**config.mk**
```make
export PLATFORM = sky130hd
export DESIGN_NAME = gpio_bank
export DESIGN_NICKNAME = d
export VERILOG_FILES = /design/src/rtl/gpio_bank_pkg.sv /design/src/rtl/gpio_debounce.sv /design/src/rtl/gpio_bank.sv
export SDC_FILE = /design/constraint.sdc
export NUM_CORES = 1
export LEC_CHECK = 0
export ABC_AREA = 1
export BUFFER_PORTS_ARGS = -buffer_cell sky130_fd_sc_hd__buf_4
export CELL_PAD_IN_SITES_DETAIL_PLACEMENT = 0
export CELL_PAD_IN_SITES_GLOBAL_PLACEMENT = 1
export CORE_ASPECT_RATIO = 1.4
export CORE_MARGIN = 4
export CORE_UTILIZATION = 45
export DETAILED_ROUTE_END_ITERATION = 6
export GPL_ROUTABILITY_DRIVEN = 0
export PLACE_DENSITY = 0.77
export SYNTH_ARGS = -nofsm -noshare
export SYNTH_HDL_FRONTEND = slang
export SYNTH_SLANG_ARGS = --single-unit
```
**constraint.sdc**
```tcl
create_clock -name clk -period 5.1 [get_ports clk]
set_input_delay 1.02 -clock clk [delete_from_list [all_inputs] [get_ports clk]]
set_output_delay 1.02 -clock clk [all_outputs]
set_load 0.02 [all_outputs]
```
**src/rtl/gpio_bank_pkg.sv**
```systemverilog
// Shared constants for the GPIO bank: register map, reset defaults and
// synchroniser depth floor.
package gpio_bank_pkg;

    // Register indices on the 3-bit register port address.
    localparam logic [2:0] ADDR_DATA_OUT   = 3'd0;
    localparam logic [2:0] ADDR_OEB        = 3'd1;
    localparam logic [2:0] ADDR_DATA_IN    = 3'd2;
    localparam logic [2:0] ADDR_IRQ_RISE   = 3'd3;
    localparam logic [2:0] ADDR_IRQ_FALL   = 3'd4;
    localparam logic [2:0] ADDR_IRQ_STATUS = 3'd5;
    localparam logic [2:0] ADDR_DEBOUNCE   = 3'd6;
    localparam logic [2:0] ADDR_TOGGLE     = 3'd7;

    // DEBOUNCE_LIMIT value after reset.
    localparam int unsigned DEBOUNCE_LIMIT_RESET = 4;

    // Fewer synchroniser flops than this is not metastability-safe.
    localparam int unsigned SYNC_STAGES_MIN = 2;

endpackage

```
**src/rtl/gpio_debounce.sv**
```systemverilog
// One pin's input path: synchroniser chain, saturating debounce counter,
// debounced stable value and single-cycle rise/fall event strobes.
module gpio_debounce
    import gpio_bank_pkg::*;
#(
    parameter int unsigned SYNC_STAGES = 2,
    parameter int unsigned DEBOUNCE_W  = 8
) (
    input  logic                  clk,
    input  logic                  rst_n,
    input  logic                  pad,
    input  logic [DEBOUNCE_W-1:0] limit,
    output logic                  stable,
    output logic                  rise,
    output logic                  fall
);

    localparam int unsigned STAGES =
        (SYNC_STAGES < SYNC_STAGES_MIN) ? SYNC_STAGES_MIN : SYNC_STAGES;

    logic [STAGES-1:0]     sync_q;
    logic                  sync;
    logic [DEBOUNCE_W-1:0] cnt;
    logic [DEBOUNCE_W-1:0] lim_m1;
    logic                  differ;
    logic                  settle;

    assign sync = sync_q[STAGES-1];

    // Shift the raw pad value through the synchroniser chain.
    always_ff @(posedge clk or negedge rst_n) begin
        if (!rst_n) begin
            sync_q <= '0;
        end else begin
            sync_q <= {sync_q[STAGES-2:0], pad};
        end
    end

    // Settle condition; a limit of 0 behaves like 1.  rise/fall are
    // combinational so the owner can latch the event on the same edge that
    // updates stable.
    always_comb begin
        lim_m1 = (limit == '0) ? '0 : (limit - DEBOUNCE_W'(1));
        differ = (sync != stable);
        settle = differ && (cnt >= lim_m1);
        rise   = settle && sync;
        fall   = settle && !sync;
    end

    // Count consecutive disagreeing cycles; accept the new level at the limit.
    always_ff @(posedge clk or negedge rst_n) begin
        if (!rst_n) begin
            cnt    <= '0;
            stable <= 1'b0;
        end else if (settle) begin
            stable <= sync;
            cnt    <= '0;
        end else if (differ) begin
            if (cnt != '1) begin
                cnt <= cnt + DEBOUNCE_W'(1);
            end
        end else begin
            cnt <= '0;
        end
    end

endmodule

```
**src/rtl/gpio_bank.sv**
```systemverilog
// GPIO bank: per-pin output/direction registers, debounced inputs with
// edge interrupts, controlled through a valid/ready register port.
module gpio_bank
    import gpio_bank_pkg::*;
#(
    parameter int unsigned NUM_IO      = 24,
    parameter int unsigned SYNC_STAGES = 2,
    parameter int unsigned DEBOUNCE_W  = 8
) (
    input  logic              clk,
    input  logic              rst_n,
    input  logic [NUM_IO-1:0] io_in,
    output logic [NUM_IO-1:0] io_out,
    output logic [NUM_IO-1:0] io_oeb,
    input  logic              reg_valid,
    output logic              reg_ready,
    input  logic              reg_write,
    input  logic [2:0]        reg_addr,
    input  logic [NUM_IO-1:0] reg_wdata,
    output logic              rd_valid,
    output logic [NUM_IO-1:0] rd_data,
    output logic              irq
);

    logic [NUM_IO-1:0]     data_out;
    logic [NUM_IO-1:0]     oeb;
    logic [NUM_IO-1:0]     data_in;
    logic [NUM_IO-1:0]     rise_en;
    logic [NUM_IO-1:0]     fall_en;
    logic [NUM_IO-1:0]     irq_status;
    logic [DEBOUNCE_W-1:0] debounce_limit;
    logic [NUM_IO-1:0]     rise;
    logic [NUM_IO-1:0]     fall;

    logic                  accept;
    logic                  do_write;
    logic [NUM_IO-1:0]     rd_mux;
    logic [NUM_IO-1:0]     status_set;
    logic [NUM_IO-1:0]     status_clr;

    for (genvar i = 0; i < NUM_IO; i++) begin : g_pin
        gpio_debounce #(
            .SYNC_STAGES (SYNC_STAGES),
            .DEBOUNCE_W  (DEBOUNCE_W)
        ) u_debounce (
            .clk    (clk),
            .rst_n  (rst_n),
            .pad    (io_in[i]),
            .limit  (debounce_limit),
            .stable (data_in[i]),
            .rise   (rise[i]),
            .fall   (fall[i])
        );
    end

    assign io_out = data_out;
    assign io_oeb = oeb;
    assign irq    = |irq_status;

    // Handshake decode, read mux and interrupt set/clear vectors.
    always_comb begin
        accept     = reg_valid && reg_ready;
        do_write   = accept && reg_write;
        status_set = (rise & rise_en) | (fall & fall_en);
        status_clr = (do_write && reg_addr == ADDR_IRQ_STATUS) ? reg_wdata : '0;
        rd_mux     = '0;
        case (reg_addr)
            ADDR_DATA_OUT:   rd_mux = data_out;
            ADDR_OEB:        rd_mux = oeb;
            ADDR_DATA_IN:    rd_mux = data_in;
            ADDR_IRQ_RISE:   rd_mux = rise_en;
            ADDR_IRQ_FALL:   rd_mux = fall_en;
            ADDR_IRQ_STATUS: rd_mux = irq_status;
            ADDR_DEBOUNCE:   rd_mux = NUM_IO'(debounce_limit);
            default:         rd_mux = '0;
        endcase
    end

    // Port becomes ready one edge after reset release and stays ready.
    always_ff @(posedge clk or negedge rst_n) begin
        if (!rst_n) begin
            reg_ready <= 1'b0;
        end else begin
            reg_ready <= 1'b1;
        end
    end

    // Capture read data on the accepting edge; valid for exactly one cycle.
    always_ff @(posedge clk or negedge rst_n) begin
        if (!rst_n) begin
            rd_valid <= 1'b0;
            rd_data  <= '0;
        end else begin
            rd_valid <= accept && !reg_write;
            if (accept && !reg_write) begin
                rd_data <= rd_mux;
            end
        end
    end

    // Writable control registers; DATA_IN and IRQ_STATUS are handled elsewhere.
    always_ff @(posedge clk or negedge rst_n) begin
        if (!rst_n) begin
            data_out       <= '0;
            oeb            <= '1;
            rise_en        <= '0;
            fall_en        <= '0;
            debounce_limit <= DEBOUNCE_W'(DEBOUNCE_LIMIT_RESET);
        end else if (do_write) begin
            case (reg_addr)
                ADDR_DATA_OUT: data_out       <= reg_wdata;
                ADDR_OEB:      oeb            <= reg_wdata;
                ADDR_IRQ_RISE: rise_en        <= reg_wdata;
                ADDR_IRQ_FALL: fall_en        <= reg_wdata;
                ADDR_DEBOUNCE: debounce_limit <= DEBOUNCE_W'(reg_wdata);
                ADDR_TOGGLE:   data_out       <= data_out ^ reg_wdata;
                default:       ;
            endcase
        end
    end

    // Sticky interrupt status; a same-cycle set overrides the W1C clear.
    always_ff @(posedge clk or negedge rst_n) begin
        if (!rst_n) begin
            irq_status <= '0;
        end else begin
            irq_status <= (irq_status & ~status_clr) | status_set;
        end
    end

endmodule

```
==> flow_summary_export.csv, run 1 <==
group,metric,value,unit
synth,syn_inst,3208,
floorplan,core,54300,µm²
routing,dr.pass1.iters,7,
clocking,cts_buffers,45,
setup_path,critPathRequiredTime,5.55,ns
global_routing,grt_pass1_vias,21283,
floorplan,num_rows,101,
clocking,cts_setup_buffers,0,
power,power.density,386,nW/µm²
place,dpl_worst_slack,1.38,ns
finish,final_cells,4132,
global_routing,grt_pass1_wl,115000,µm
finish,syn_to_final_growth,14.5,%
hold_path,min_path_type,"reg -> reg",
routing,routedWlPerCell,17.6,µm
setup_path,slowest_delay,0.43,ns
synth,ys_ff_latch,418,
hold_path,hold_path_depth,0,
setup_path,critPathMaxFanout,16,
sta,final_hold_viol_count,0,
clocking,cts_resized,0,
power,power,11000,µW
synth,yosysUniqueCellTypes,36,
setup_path,cpMaxStageDelayCell,"buf_4",
setup_path,reg2reg_to,"irq_status[10]",
finish,n_fill_cell,5271,
setup_path,reg2reg_setup_slack,1.38,ns
synth,netlist_area,24800,µm²
sta,setup_viol,0,
place,hpwl,50000,µm
routing,num_vias,21847,
clocking,postCtsHoldBufs,0,
setup_path,ff2ff_path_depth,15,
setup_path,path_cells,"inv_1 > nand2_1 > nor2_1 > inv_1 > nor3_1 > o21ai_0 > o21ai_4 > buf_4 > ha_1 > nand2_1 > nor2_1 > nor3_1 > nand2_1 > o21ai_0 > nand2_1",
routing,antenna_left,0,
clocking,cts_tree,"built",
global_routing,grt_overflow,0,
status,outcome,"completed",
power,ir_drop,0.300,mV
power,p_leak,0.0146,µW
sta,min_period,3.72,ns
job,cap_violations,0,
synth,ys_seq_area_frac,0.424,
sta,slew_violations,0,
synth,ys_top_cells_by_area,"dfrtp_1, nand2_1, ha_1, inv_1, nor2_1",
clocking,clock_path_buffers,3,
sta,setup_tns,0,ns
global_routing,grtUsageTotal,0.247,
clocking,path_clk_slew,0.06,ns
floorplan,die_w,206,µm
sta,fin_skew,0.0254,ns
routing,drc,0,
synth,synth-async-reset-ratio,1.00,
synth,synth.top_cell.area_share,0.397,
clocking,htreeDepth,2,
floorplan,dieArea,58900,µm²
sta,post-route-period-util,0.730,
sta,setup_ws,1.38,ns
floorplan,io_pins,130,
routing,viasPerCell,5.29,
floorplan,dieHeight,286,µm
clocking,cts_sinks,418,
setup_path,crit_path_frequent_cell,"nand2_1",
synth,synth_top_area_cell,"dfrtp_1",
finish,nets,3646,
routing,wl,72800,µm
clocking,clock_latency,0.59,ns
global_routing,antenna_found_initial,2,
sta,slew_headroom,0.252,
sta,rsz0062_at_grt,"false",
sta,tightestPinTransition,1.12,ns
place,io_buffer_count,129,
clocking,root_buffer,"clkbuf_16",
synth,syn-num-nets,3480,
setup_path,endpoint,"irq_status[10]",
routing,drt_iter0_markers,1168,
setup_path,worstSetupPathType,"reg -> reg",
setup_path,rr_startpoint,"debounce_limit[0]",
finish,fin_util,0.522,
finish,drive_above_1_share,0.0979,
setup_path,startpoint,"debounce_limit[0]",
floorplan,start_util,0.456,
synth,ys_warn_count,0,
synth,synth_edf_count,0,
setup_path,cp-end-kind,"flip-flop",
sta,clock.fmax,269,MHz
synth,synth-main-ff-cell,"dfrtp_1",
setup_path,start_kind,"flip-flop",
global_routing,grt_max_degree,106,
setup_path,crit_arrival,4.18,ns
place,placedCellCount,4048,
synth,avgSynthCellArea,7.72,µm²
layout by cell type, fill, tap and decap left out, drive strengths merged, types with 2 or more instances in the layout:
cell | synthesis | routed
xor2 | 38 | 38
nor4 | 2 | 2
nand3 | 185 | 185
o21bai | 16 | 16
nand3b | 22 | 22
dfrtp | 393 | 393
a22oi | 4 | 4
o21ai | 276 | 276
clkinv | 0 | 5
a31oi | 2 | 2
a31o | 6 | 6
o22ai | 33 | 33
nand2 | 820 | 820
a21o | 22 | 22
xnor2 | 34 | 34
dfstp | 25 | 25
clkbuf | 13 | 70
or2 | 48 | 48
nor2 | 371 | 371
nand4 | 82 | 82
a211oi | 4 | 4
bufinv | 0 | 4
nor3 | 27 | 27
ha | 217 | 217
inv | 415 | 417
a21oi | 123 | 123
o21a | 3 | 3
buf | 24 | 156
clkinvlp | 0 | 2
power breakdown:
part / switching (µW) / internal, µW
clock: 1440 / 2120
combinational: 1950 / 1170
sequential: 453 / 3830
total: 3840 / 7120
worst max-delay path: cells and delay by family, from the launching register on:
| kind | cells | cell delay (ns) |
|---|---|---|
| AOI/OAI and AO/OA | 3 | 0.66 |
| adders and majority gates | 1 | 0.31 |
| buffers and inverters | 3 | 0.67 |
| DFF | 1 | 0.40 |
| and+or+nand+nor | 8 | 1.53 |
state kept, by name, summed over array words and instances (netlist names):
name / cells
debounce_limit: 8
fall_en: 24
g_pin.u_debounce.cnt: 192
g_pin.u_debounce.stable: 24
g_pin.u_debounce.sync_q: 48
io_oeb: 24
io_out: 24
irq_status: 24
rd_data: 24
rd_valid: 1
reg_ready: 1
rise_en: 24
worst min path at each step:
stage / start / to / slack, ns
2_1_floorplan: g_pin[0].u_debounce.sync_q[0] / g_pin[0].u_debounce.sync_q[1] / 0.33
6_report: g_pin[3].u_debounce.sync_q[0] / g_pin[3].u_debounce.sync_q[1] / 0.35
3_3_place_gp: g_pin[14].u_debounce.sync_q[0] / g_pin[14].u_debounce.sync_q[1] / 0.33
4_1_cts: g_pin[3].u_debounce.sync_q[0] / g_pin[3].u_debounce.sync_q[1] / 0.35
3_5_place_dp: g_pin[17].u_debounce.sync_q[0] / g_pin[17].u_debounce.sync_q[1] / 0.33
5_1_grt: g_pin[3].u_debounce.sync_q[0] / g_pin[3].u_debounce.sync_q[1] / 0.35
cells in the mapped netlist, types with 4 or more instances:
cell type  number
inv_2           6
or2_2          47
a21o_1         22
a211oi_1        4
inv_1         409
clkbuf_1       13
a22oi_1         4
dfrtp_1       393
ha_1          217
o21ai_0       266
dfstp_2        25
o21bai_1       16
nor2_1        370
nand3_1       184
a21oi_1       123
o22ai_1        33
buf_2          22
xor2_1         38
nand2_2         7
o21ai_1        10
nand4_1        82
xnor2_1        34
nand2_1       813
nand3b_1       22
nor3_1         27
a31o_2          6
per-stage QoR:
step | hold WS [ns] | cell area, µm²
final | 0.347 | 28400
after global routing | 0.351 | 28400
after CTS | 0.348 | 28400
after detailed placement | 0.335 | 26800
after global placement | 0.332 | 26800
after floorplan | 0.331 | 24800
per-layer routing:
metal	track usage	routed length, µm	vias up
met4	0.0829	2520	0
met3	0.0372	3830	127
met5	0	0	-
met2	0.436	36400	477
met1	0.307	30000	10441
li1	-	-	10802
cells by family (layout without fill, tap and decap cells):
family	Yosys count	count (layout)	share of synthesized area
AND/OR/NAND/NOR	1557	1557	0.264
AO/OA/AOI/OAI	491	491	0.107
buffers and inverters	452	654	0.0699
flip-flops	418	418	0.424
adder cells (fa/ha/maj)	217	217	0.110
XOR/XNOR	72	72	0.0255
other	1	2	0.000151
cell type report:
type,count,area (µm²),area share
Tap cell,721,902,0.0318
Antenna cell,1,2.50,0.0000882
Sequential cell,418,10500,0.370
Timing Repair Buffer,156,1220,0.0429
Inverter,415,1560,0.0549
Clock buffer,70,1420,0.0501
Clock inverter,13,178,0.00626
Multi-Input combinational cell,2338,12600,0.444
(Power assumes the default switching activity.)
==> inputs of run 2 (changes only) <==
--- a/config.mk
+++ b/config.mk
@@ -5,7 +5,7 @@
 export SDC_FILE = /design/constraint.sdc
 export NUM_CORES = 1
 export LEC_CHECK = 0
-export ABC_AREA = 1
+export ABC_AREA = 0
 export BUFFER_PORTS_ARGS = -buffer_cell sky130_fd_sc_hd__buf_4
 export CELL_PAD_IN_SITES_DETAIL_PLACEMENT = 0
 export CELL_PAD_IN_SITES_GLOBAL_PLACEMENT = 1
@@ -14,7 +14,7 @@
 export CORE_UTILIZATION = 45
 export DETAILED_ROUTE_END_ITERATION = 6
 export GPL_ROUTABILITY_DRIVEN = 0
-export PLACE_DENSITY = 0.77
+export PLACE_DENSITY = 0.75
 export SYNTH_ARGS = -nofsm -noshare
 export SYNTH_HDL_FRONTEND = slang
 export SYNTH_SLANG_ARGS = --single-unit
==> constraint.sdc (replaced) <==
create_clock -name clk -period 3.4 [get_ports clk]
set_input_delay 0.68 -clock clk [delete_from_list [all_inputs] [get_ports clk]]
set_output_delay 0.68 -clock clk [all_outputs]
set_load 0.02 [all_outputs]
==> flow_summary_export.csv, run 2 <==
group,metric,value,unit
clocking,clock_path_buffers,3,
synth,ys_top_cells_by_area,"dfrtp_1, ha_1, nand2_1, mux2_2, nor2_1",
global_routing,antenna_found_initial,1,
status,outcome,"completed",
floorplan,dieHeight,281,µm
sta,min_period,3.30,ns
floorplan,io_pins,130,
power,power.density,683,nW/µm²
synth,synth_compound_area_frac,0.144,
finish,final_cell_mix,"dfrtp_1, nand2_1, ha_1",
sta,post-route-period-util,0.971,
synth,synth_common_cells,"dfrtp_1, nand2_1, ha_1",
power,ir_drop,0.432,mV
synth,synth-main-ff-cell,"dfrtp_1",
sta,tightestPinTransition,0.776,ns
floorplan,die_w,203,µm
synth,yosys.area_share.simple,0.177,
clocking,path_clk_slew,0.06,ns
setup_path,crit_arrival,3.79,ns
synth,ys_seq_area_frac,0.438,
synth,yosysMostFrequentCell,"dfrtp_1",
clocking,htreeDepth,2,
sta,setup_ws,0.0985,ns
setup_path,start_kind,"flip-flop",
clocking,root_buffer,"clkbuf_16",
synth,synth_edf_count,0,
place,io_buffer_count,129,
place,hpwl,47200,µm
setup_path,cp-end-kind,"flip-flop",
routing,drt_iter0_markers,1038,
setup_path,critPathMaxFanout,12,
synth,synth_xor_xnor_area_share,0.0344,
clocking,postCtsHoldBufs,0,
clocking,cts_tree,"built",
finish,regMostFlops,"g_pin.u_debounce.cnt",
routing,dr.pass1.iters,5,
routing,wl,66000,µm
job,cap_violations,0,
finish,syn_to_final_growth,17.2,%
finish,drive_above_1_share,0.209,
hold_path,min_path_type,"in -> async",
synth,ys_ff_latch,418,
routing,routedWlPerCell,20.6,µm
finish,largest_register_ffs,192,
synth,synth_top_family_by_area,"simple AND/OR/NAND/NOR gates",
setup_path,critPathRequiredTime,3.89,ns
sta,fin_skew,0.0184,ns
power,p_leak,0.0128,µW
clocking,clock_latency,0.58,ns
synth,yosys-mux-area-fraction,0.0657,
synth,yosysUniqueCellTypes,76,
routing,viasPerCell,5.80,
synth,syn_inst,2290,
sta,setup_viol,0,
finish,largestRegisters,"g_pin.u_debounce.cnt (192), g_pin.u_debounce.sync_q (48)",
finish,nets,2737,
synth,ys_warn_count,0,
global_routing,grt_overflow,0,
synth,syn-num-nets,2562,
place,dpl_worst_slack,-0.115,ns
synth,synth.top_cell.area_share,0.411,
setup_path,worstSetupPathType,"reg -> reg",
synth,synth-adder-area-share,0.113,
finish,layout_commonest_cell,"dfrtp_1",
floorplan,core,52400,µm²
global_routing,grt_pass1_vias,18748,
synth,netlist_area,24000,µm²
finish,fin_util,0.536,
floorplan,dieArea,57000,µm²
global_routing,grt_pass1_wl,105000,µm
sta,slew_headroom,0.482,
floorplan,num_rows,99,
finish,diodes,0,
routing,drc,0,
floorplan,start_util,0.457,
synth,synth-async-reset-ratio,1.00,
global_routing,grt_max_degree,64,
clocking,cts_buffers,45,
synth,avgSynthCellArea,10.5,µm²
sta,clock.fmax,303,MHz
sta,slew_violations,0,
sta,final_hold_viol_count,0,
sta,rsz0062_at_grt,"true",
routing,antenna_left,0,
routing,num_vias,18619,
synth,synth_top_area_cell,"dfrtp_1",
global_routing,grtUsageTotal,0.229,
clocking,cts_sinks,418,
[run 2: area by class of cell]
| cell class | instances | area, µm² |
|---|---|---|
| Sequential cell | 418 | 10500 |
| Inverter | 56 | 210 |
| Clock buffer | 65 | 1300 |
| Fill cell | 4604 | 24300 |
| Multi-Input combinational cell | 1743 | 13100 |
| Clock inverter | 19 | 263 |
| Tap cell | 707 | 885 |
| Timing Repair Buffer | 201 | 1790 |
[run 2: path summary, 6_finish.rpt]
check | from | end | slack (ns) | cells past startpoint
worst max-delay path | debounce_limit[1] | g_pin[5].u_debounce.cnt[7] | 0.1 | 14
worst min-delay path | rst_n | g_pin[4].u_debounce.sync_q[0] | 0.05 | 1
worst max register to register | debounce_limit[1] | g_pin[5].u_debounce.cnt[7] | 0.1 | 14
worst min register to register | g_pin[2].u_debounce.sync_q[0] | g_pin[2].u_debounce.sync_q[1] | 0.35 | 0
max in group asynchronous | rst_n | g_pin[10].u_debounce.cnt[0] | 2.36 | 3
min in group clk | io_in[16] | g_pin[16].u_debounce.sync_q[0] | 0.20 | 1
[run 2: stage by stage]
stage / hold slack [ns] / area (µm²) / power (µW) / instances / TNS [ns]
6_report: 0.0486 / 28100 / 19200 / 3209 / 0
2_1_floorplan: 0.331 / 24000 / 11400 / 2290 / 0
5_1_grt: 0.0557 / 28100 / 20400 / 3209 / -0.298
4_1_cts: 0.0493 / 27900 / 19200 / 3203 / 0
3_5_place_dp: 0.336 / 26200 / 13700 / 3119 / -1.06
3_3_place_gp: 0.332 / 26200 / 13400 / 3119 / 0
[run 2: critical path: stages, from the launching register on]
cell and delay, ns:
dfrtp_1 0.40, inv_1 0.09, ha_2 0.19, nor3b_4 0.19, nand2_1 0.09, or3_1 0.33
buf_4 0.17, nand2_1 0.16, buf_12 0.20, ha_1 0.26, a21oi_1 0.13, o21ai_0 0.17
a2111oi_4 0.39, nand2_2 0.20, nor3_1 0.24
[run 2: kinds of logic after synthesis]
logic type,after synthesis
adders and majority gates,217
other,1
and+or+nand+nor,830
buffers and inverters,129
xor gates and xnor gates,94
DFF,418
AOI/OAI and AO/OA,461
muxes,140
[run 2: what timing repair did]
item | CTS | global route
gates resized for setup | 25 | 28
pin swaps | 2 | 20
cloned | 0 | 0
setup endpoints to repair | 56 | 201
buffers inserted | 0 | 6
[run 2: power breakdown]
part           switching (µW)  leakage (µW)  internal (µW)
combinational            3650       0.00670           3220
sequential               1120       0.00533           5960
clock                    2090      0.000764           3130
total                    6870        0.0128          12300
[run 2: routing by layer]
metal,global-route usage,share of wire
met4,0.0718,0.030
met3,0.0319,0.042
met2,0.410,0.51
met5,0,0.00020
met1,0.288,0.42
